### config.mk
export PLATFORM = sky130hd
export DESIGN_NAME = forward_scoreboard_flat
export DESIGN_NICKNAME = d
export VERILOG_FILES = /design/src/rtl/forward_scoreboard_pkg.sv /design/src/rtl/forward_scoreboard_if.sv /design/src/rtl/forward_scoreboard_port_sel.sv /design/src/rtl/forward_scoreboard.sv /design/src/flat_wrapper.sv
export SDC_FILE = /design/constraint.sdc
export NUM_CORES = 1
export LEC_CHECK = 0
export ABC_AREA = 0
export CAP_MARGIN = 0
export CORE_MARGIN = 4
export CORE_UTILIZATION = 45
export CTS_BUF_LIST = sky130_fd_sc_hd__clkbuf_4
export DETAILED_ROUTE_END_ITERATION = 12
export GPL_TIMING_DRIVEN = 0
export MAX_ROUTING_LAYER = met4
export PLACE_DENSITY = 0.8
export SYNTH_ARGS = -nofsm -noshare
export SYNTH_HDL_FRONTEND = slang
export SYNTH_SLANG_ARGS = --single-unit
export TNS_END_PERCENT = 1
### constraint.sdc
create_clock -name clk -period 4 [get_ports clk]
set_clock_uncertainty 0.15 [all_clocks]
set_input_delay 0.8 -clock clk [delete_from_list [all_inputs] [get_ports clk]]
set_output_delay 0.8 -clock clk [all_outputs]
set_load 0.005 [all_outputs]
### src/rtl/forward_scoreboard_pkg.sv
// Shared types and helpers for the operand-forwarding scoreboard.
// The data word is kept outside the tag struct so the tag type stays
// independent of the data-width parameter.
package forward_scoreboard_pkg;

  // Architectural zero register: never a forwarding source or destination.
  localparam logic [4:0] REG_ZERO = 5'd0;

  // Per-entry bookkeeping for one in-flight write (data lives alongside).
  typedef struct packed {
    logic       valid;
    logic [4:0] rd;
    logic       ready;
  } fwd_tag_t;

  // Saturating 32-bit increment used by the stall counter.
  function automatic logic [31:0] sat_inc32(input logic [31:0] v);
    logic [31:0] r;
    if (v == 32'hFFFF_FFFF) begin
      r = v;
    end else begin
      r = v + 32'd1;
    end
    return r;
  endfunction

  // True when an entry is a live write to the (non-zero) source register.
  function automatic logic tag_hit(input fwd_tag_t t, input logic [4:0] rs);
    return (rs != REG_ZERO) && t.valid && (t.rd == rs);
  endfunction

endpackage

### src/rtl/forward_scoreboard_if.sv
// Bus between the core's ID/EX stage and the forwarding scoreboard.
// master = core side (drives pipeline control and operand requests),
// slave  = scoreboard side (returns forwarded operands and the stall).
interface forward_scoreboard_if #(
  parameter int XLEN  = 32,
  parameter int NREAD = 2
);
  logic                    adv;
  logic                    flush;
  logic                    ins_valid;
  logic [4:0]              ins_rd;
  logic [XLEN-1:0]         ins_data;
  logic                    ins_load;
  logic                    ld_valid;
  logic [XLEN-1:0]         ld_data;
  logic [NREAD*5-1:0]      rs;
  logic [NREAD*XLEN-1:0]   rf_data;
  logic [NREAD*XLEN-1:0]   op_data;
  logic                    stall;
  logic [31:0]             stall_cnt;

  modport master (
    output adv, flush, ins_valid, ins_rd, ins_data, ins_load,
    output ld_valid, ld_data, rs, rf_data,
    input  op_data, stall, stall_cnt
  );

  modport slave (
    input  adv, flush, ins_valid, ins_rd, ins_data, ins_load,
    input  ld_valid, ld_data, rs, rf_data,
    output op_data, stall, stall_cnt
  );
endinterface

### src/rtl/forward_scoreboard_port_sel.sv
// One source-operand port: picks the youngest live write to rs and either
// forwards its data or, if that write is a load still waiting for memory,
// falls back to the register file and flags a hazard. An older ready value
// must never hide a younger pending load, so the search stops at the first hit.
module forward_scoreboard_port_sel
  import forward_scoreboard_pkg::*;
#(
  parameter int XLEN  = 32,
  parameter int DEPTH = 3
) (
  input  logic [4:0]                  rs_i,
  input  logic [XLEN-1:0]             rf_data_i,
  input  fwd_tag_t [DEPTH-1:0]        tag_i,
  input  logic [DEPTH-1:0][XLEN-1:0]  data_i,
  output logic [XLEN-1:0]             op_data_o,
  output logic                        hazard_o
);

  logic found_s;

  // Youngest-first priority search plus operand mux.
  always_comb begin
    op_data_o = rf_data_i;
    hazard_o  = 1'b0;
    found_s   = 1'b0;
    for (int i = 0; i < DEPTH; i++) begin
      if (!found_s && tag_hit(tag_i[i], rs_i)) begin
        found_s = 1'b1;
        if (tag_i[i].ready) begin
          op_data_o = data_i[i];
          hazard_o  = 1'b0;
        end else begin
          op_data_o = rf_data_i;
          hazard_o  = 1'b1;
        end
      end else begin
        found_s = found_s;
      end
    end
  end

endmodule

### src/rtl/forward_scoreboard.sv
// Operand-forwarding scoreboard: a shadow pipeline of DEPTH in-flight writes
// (entry 0 youngest) feeding NREAD forwarding ports. Handles insertion on
// advance, load-data fill at LD_STAGE, partial flush of the youngest FLUSH_N
// entries, and a saturating count of stalled cycles.
module forward_scoreboard
  import forward_scoreboard_pkg::*;
#(
  parameter int XLEN     = 32,
  parameter int DEPTH    = 3,
  parameter int NREAD    = 2,
  parameter int LD_STAGE = 1,
  parameter int FLUSH_N  = 1
) (
  input logic                   clk,
  input logic                   rst_n,
  forward_scoreboard_if.slave   fwd_bus
);

  fwd_tag_t [DEPTH-1:0]              tag_q;
  fwd_tag_t [DEPTH-1:0]              tag_d;
  logic     [DEPTH-1:0][XLEN-1:0]    data_q;
  logic     [DEPTH-1:0][XLEN-1:0]    data_d;
  logic     [31:0]                   cnt_q;
  logic     [31:0]                   cnt_d;
  logic     [NREAD-1:0]              hazard_s;
  logic     [NREAD-1:0][XLEN-1:0]    op_s;
  logic                              stall_s;
  logic                              fill_s;

  // A returning load only lands on a live entry that is still waiting.
  assign fill_s = fwd_bus.ld_valid & tag_q[LD_STAGE].valid & ~tag_q[LD_STAGE].ready;

  // Next state: fill first, then flush, then shift, so a filled value rides
  // the shift and flushed slots move on as bubbles.
  always_comb begin
    tag_d  = tag_q;
    data_d = data_q;

    if (fill_s) begin
      tag_d[LD_STAGE].ready = 1'b1;
      data_d[LD_STAGE]      = fwd_bus.ld_data;
    end else begin
      tag_d[LD_STAGE].ready = tag_q[LD_STAGE].ready;
    end

    for (int i = 0; i < DEPTH; i++) begin
      if (fwd_bus.flush && (i < FLUSH_N)) begin
        tag_d[i].valid = 1'b0;
      end else begin
        tag_d[i].valid = tag_d[i].valid;
      end
    end

    if (fwd_bus.adv) begin
      for (int i = DEPTH - 1; i > 0; i--) begin
        tag_d[i]  = tag_d[i-1];
        data_d[i] = data_d[i-1];
      end
      tag_d[0].valid = fwd_bus.ins_valid & ~fwd_bus.flush & (fwd_bus.ins_rd != REG_ZERO);
      tag_d[0].rd    = fwd_bus.ins_rd;
      tag_d[0].ready = ~fwd_bus.ins_load;
      data_d[0]      = fwd_bus.ins_data;
    end else begin
      tag_d[0]  = tag_d[0];
      data_d[0] = data_d[0];
    end
  end

  // Count every edge that sees a stall, sticking at all-ones.
  always_comb begin
    if (stall_s) begin
      cnt_d = sat_inc32(cnt_q);
    end else begin
      cnt_d = cnt_q;
    end
  end

  // Shadow-pipeline and stall-counter state.
  always_ff @(posedge clk or negedge rst_n) begin
    if (!rst_n) begin
      tag_q  <= '0;
      data_q <= '0;
      cnt_q  <= 32'd0;
    end else begin
      tag_q  <= tag_d;
      data_q <= data_d;
      cnt_q  <= cnt_d;
    end
  end

  for (genvar p = 0; p < NREAD; p++) begin : g_port
    forward_scoreboard_port_sel #(
      .XLEN  (XLEN),
      .DEPTH (DEPTH)
    ) u_sel (
      .rs_i      (fwd_bus.rs[5*p +: 5]),
      .rf_data_i (fwd_bus.rf_data[XLEN*p +: XLEN]),
      .tag_i     (tag_q),
      .data_i    (data_q),
      .op_data_o (op_s[p]),
      .hazard_o  (hazard_s[p])
    );
  end

  assign stall_s           = |hazard_s;
  assign fwd_bus.op_data   = op_s;
  assign fwd_bus.stall     = stall_s;
  assign fwd_bus.stall_cnt = cnt_q;

endmodule

### src/flat_wrapper.sv
// flat-port wrapper written by rule: the top's interface ports become plain ports
module forward_scoreboard_flat import forward_scoreboard_pkg::*;
#(
  parameter int XLEN     = 32,
  parameter int DEPTH    = 3,
  parameter int NREAD    = 2,
  parameter int LD_STAGE = 1,
  parameter int FLUSH_N  = 1
)
  (clk, rst_n, fwd_bus_adv, fwd_bus_flush, fwd_bus_ins_valid, fwd_bus_ins_rd, fwd_bus_ins_data, fwd_bus_ins_load, fwd_bus_ld_valid, fwd_bus_ld_data, fwd_bus_rs, fwd_bus_rf_data, fwd_bus_op_data, fwd_bus_stall, fwd_bus_stall_cnt);
  forward_scoreboard_if #(.XLEN(XLEN), .NREAD(NREAD)) fwd_bus_i ();
  input logic clk;
  input logic rst_n;
  input wire logic [$bits(fwd_bus_i.adv)-1:0] fwd_bus_adv;
  input wire logic [$bits(fwd_bus_i.flush)-1:0] fwd_bus_flush;
  input wire logic [$bits(fwd_bus_i.ins_valid)-1:0] fwd_bus_ins_valid;
  input wire logic [$bits(fwd_bus_i.ins_rd)-1:0] fwd_bus_ins_rd;
  input wire logic [$bits(fwd_bus_i.ins_data)-1:0] fwd_bus_ins_data;
  input wire logic [$bits(fwd_bus_i.ins_load)-1:0] fwd_bus_ins_load;
  input wire logic [$bits(fwd_bus_i.ld_valid)-1:0] fwd_bus_ld_valid;
  input wire logic [$bits(fwd_bus_i.ld_data)-1:0] fwd_bus_ld_data;
  input wire logic [$bits(fwd_bus_i.rs)-1:0] fwd_bus_rs;
  input wire logic [$bits(fwd_bus_i.rf_data)-1:0] fwd_bus_rf_data;
  output wire logic [$bits(fwd_bus_i.op_data)-1:0] fwd_bus_op_data;
  output wire logic [$bits(fwd_bus_i.stall)-1:0] fwd_bus_stall;
  output wire logic [$bits(fwd_bus_i.stall_cnt)-1:0] fwd_bus_stall_cnt;
  assign fwd_bus_i.adv = fwd_bus_adv;
  assign fwd_bus_i.flush = fwd_bus_flush;
  assign fwd_bus_i.ins_valid = fwd_bus_ins_valid;
  assign fwd_bus_i.ins_rd = fwd_bus_ins_rd;
  assign fwd_bus_i.ins_data = fwd_bus_ins_data;
  assign fwd_bus_i.ins_load = fwd_bus_ins_load;
  assign fwd_bus_i.ld_valid = fwd_bus_ld_valid;
  assign fwd_bus_i.ld_data = fwd_bus_ld_data;
  assign fwd_bus_i.rs = fwd_bus_rs;
  assign fwd_bus_i.rf_data = fwd_bus_rf_data;
  assign fwd_bus_op_data = fwd_bus_i.op_data;
  assign fwd_bus_stall = fwd_bus_i.stall;
  assign fwd_bus_stall_cnt = fwd_bus_i.stall_cnt;
  forward_scoreboard #(.XLEN(XLEN), .DEPTH(DEPTH), .NREAD(NREAD), .LD_STAGE(LD_STAGE), .FLUSH_N(FLUSH_N)) u_core (.clk(clk), .rst_n(rst_n), .fwd_bus(fwd_bus_i));
endmodule
==> run summary <==
Final net count = 1280
Vias/cell = 5.98
Cts bufs inserted = 17
Kind of critical path = in -> out
Final min period = 4.08 ns
Die area = 22600 um2
Worst path arrival time = 3.13 ns
Wire per inst = 22.6 um
Crit path max-delay family = simple AND/OR/NAND/NOR gates
Net Count, Synth = 993
# port buffers = 243
Worst slew pin tran = 1.04 ns
Maximum clock frequency = 245 MHz
CTS tree = done
CP startpoint = fwd_bus_rs[0]
Flops & latches, synth = 149
GPL Wtd Cong = 0.916
Register area share after synthesis = 40.9%
Post-synthesis instance total = 842
Final Slew Violations = 0
Synth top area share = 40.9%
Power Dens Cells = 314 nW/um2
First-pass GRT wire length = 48700 um
RSZ-0062 raised after global routing = true
Die Wd = 150 um
Root Buffer = clkbuf_4
Violated checks = setup timing
Commonest non-fill, non-tap cell in the layout = mux2_2
Async set-or-reset flop fraction in the synthesized netlist = 100%
Post-Syn Area = 9110 um2
CP Capture Type = primary output
Clk_lat worst skew = 0.57 ns
CTS sink cnt = 149
Crit path largest cell delay = 0.54 ns
Vias = 8433
Antenna Nets Post-Route = 0
DP HPWL = 22500 um
Relative slew slack = 30.0%
Synth cell types = 49
Core Area = 19700 um2
Synth Warn # = 0
Max Cap Viol = 0
Largest area contributor in the netlist = dfrtp_1
Multi-input logic area = 5290 um2
Crit Reg-Reg Startpoint = u_core.fwd_bus.stall_cnt[0]$_DFFE_PN0P_
Max Buffers Root-to-Sink = 2
Register area = 3730 um2
CTS HTree Levels = 4
CP max FO = 10
Setup Viol. Count Final = 17
Largest net degree at the start of global routing = 97
Total track usage = 28.9%
GRT overflow = 0
Most frequent cells in the layout = mux2_2, clkdlybuf4s50_1, dfrtp_1
Rows = 51
Via count of the first global-routing pass = 8772
WP buf/inv = 5
Hold Crit Class = in -> async
Final design utilization = 64.3%
Max stage delay cell, worst path = or4_4
Final WL = 31900 um
Layout area overhead = 38.8%
Post-route setup slack = -0.0834 ns
Clock slew at reported path FFs = 0.14 ns
Peak VDD IR = 0.175 mV
Main synth FF type = dfrtp_1
Layout cells sized above 1 = 30.1%
Filler cells = 1559
DIE HEIGHT = 150 um
Place WS = -1.38 ns
Setup crit start kind = input port
Crit share post-route = 102%
Status = finished with violations
Hold_buf cts = 0
Top post-synthesis cells by area = dfrtp_1, mux2_2, mux2i_1
Lkg Pwr = 5.25 nW
Initial antenna violation count = 4
Crit path cell chain = buf_2 -> or4_4 -> o211a_1 -> nand3_2 -> nor3b_4 -> buf_12 -> nor3_4 -> buf_4 -> buf_6 -> a221o_1 -> dlygate4sd2_1
Avg Synthesized Cell Area = 10.8 um2
Initial Util = 46.3%
CP required = 3.05 ns
Pre-antenna DRT Iters = 5
Io pins = 247
Post-synth EDFFs = 0
# DRC = 0
Initial DRC Count = 554
Fin. Hold Viols = 0
## logic make-up after synthesis
family                     count (synthesis)  synth area share (%)
muxes                                    210                  25.5
DFF                                      149                  40.9
AOI/OAI and AO/OA                        190                  14.8
buffers and inverters                     69                  3.22
xor gates and xnor gates                  59                  5.67
adders and majority gates                  1                 0.137
and+or+nand+nor                          164                  9.71
## per-layer routing
layer	global-route usage, %	vias to the layer above	share of wire, %	routed length (um)
li1	-	3765	-	-
met1	35.2	4112	38	12200
met2	44.5	473	46	14700
met3	9.45	83	12	3760
met4	11.9	0	4.0	1270
met5	-	-	0	0
## report_power, final
| group | internal (mW) | total [mW] | switching (mW) |
|---|---|---|---|
| Combinational | 0.581 | 1.00 | 0.423 |
| Sequential | 1.69 | 1.89 | 0.198 |
| Clock | 0.508 | 1.08 | 0.570 |
| Total | 2.78 | 3.97 | 1.19 |
## sequential cells by signal (all words and copies together), names as in the netlist
register,cells
u_core.fwd_bus.stall_cnt,32
u_core.tag_q,21
u_core.data_q,96
## layout make-up
cell class	instances	share of cell area, %
clock inverter	13	1.43
multi-input combinational	624	41.8
clock buffer	19	1.13
sequential	149	29.5
timing repair buffer	269	19.9
tap	265	2.62
antenna	4	0.0792
buffer	63	3.30
inverter	5	0.148
## what timing repair did
item,4_1_cts,5_1_grt
buffers inserted,18,6
setup endpoints to repair,65,64
pin swaps,14,12
gates cloned,1,0
resized for setup,226,72
hold endpoints to repair,0,0
## through the flow
stage,setup TNS [ns],std cells,power (mW),cell area [um2],hold WS (ns)
final,-0.925,1411,3.97,12600,0.157
after global routing,-3.86,1411,4.17,12600,0.190
after floorplan,0,842,2.42,9110,0.328
after CTS,-1.04,1401,3.97,12500,0.171
after global placement,-690.69,1350,2.86,11900,0.325
after detailed placement,-68.22,1351,2.90,11900,0.328
## worst register-to-register path: stages (launching register included)
cell	delay, ns
dfrtp_1	0.48
ha_1	0.29
nand4_1	0.13
nor4b_1	0.90
nor2_1	0.08
o21ai_1	0.17
o31ai_4	0.17
buf_6	0.21
nand3_1	0.11
xnor2_1	0.14
## cells in the mapped netlist, types with 2 or more instances
library cell,instances
mux2_2,176
dfrtp_1,149
o21ai_0,61
nand2_1,59
o22ai_1,39
clkbuf_1,38
xnor2_1,37
mux2i_1,33
a221o_1,31
a22o_1,31
xor2_1,22
nand3_1,21
buf_1,14
nand4_1,14
nor2b_1,14
a211oi_1,13
nor2_1,11
buf_2,8
nor4_1,8
and3_1,7
and4_1,7
a21oi_1,5
and2_1,5
inv_1,5
buf_6,3
nor3_1,3
or4_1,3
nand2b_1,2
nor3b_2,2
o211ai_1,2
## final timing paths
path	slack [ns]	to	cells after the start
min in group clk	0.36	u_core.fwd_bus.stall_cnt[14]$_DFFE_PN0P_	1
min	0.16	u_core.data_q[46]$_DFF_PN0_	1
max	-0.08	fwd_bus_op_data[14]	11
min reg2reg	0.36	u_core.fwd_bus.stall_cnt[14]$_DFFE_PN0P_	1
max in group asynchronous	2.70	u_core.tag_q[2]$_DFFE_PN0P_	2
max reg2reg	1.11	u_core.fwd_bus.stall_cnt[12]$_DFFE_PN0P_	9
(Power assumes the default switching activity.)
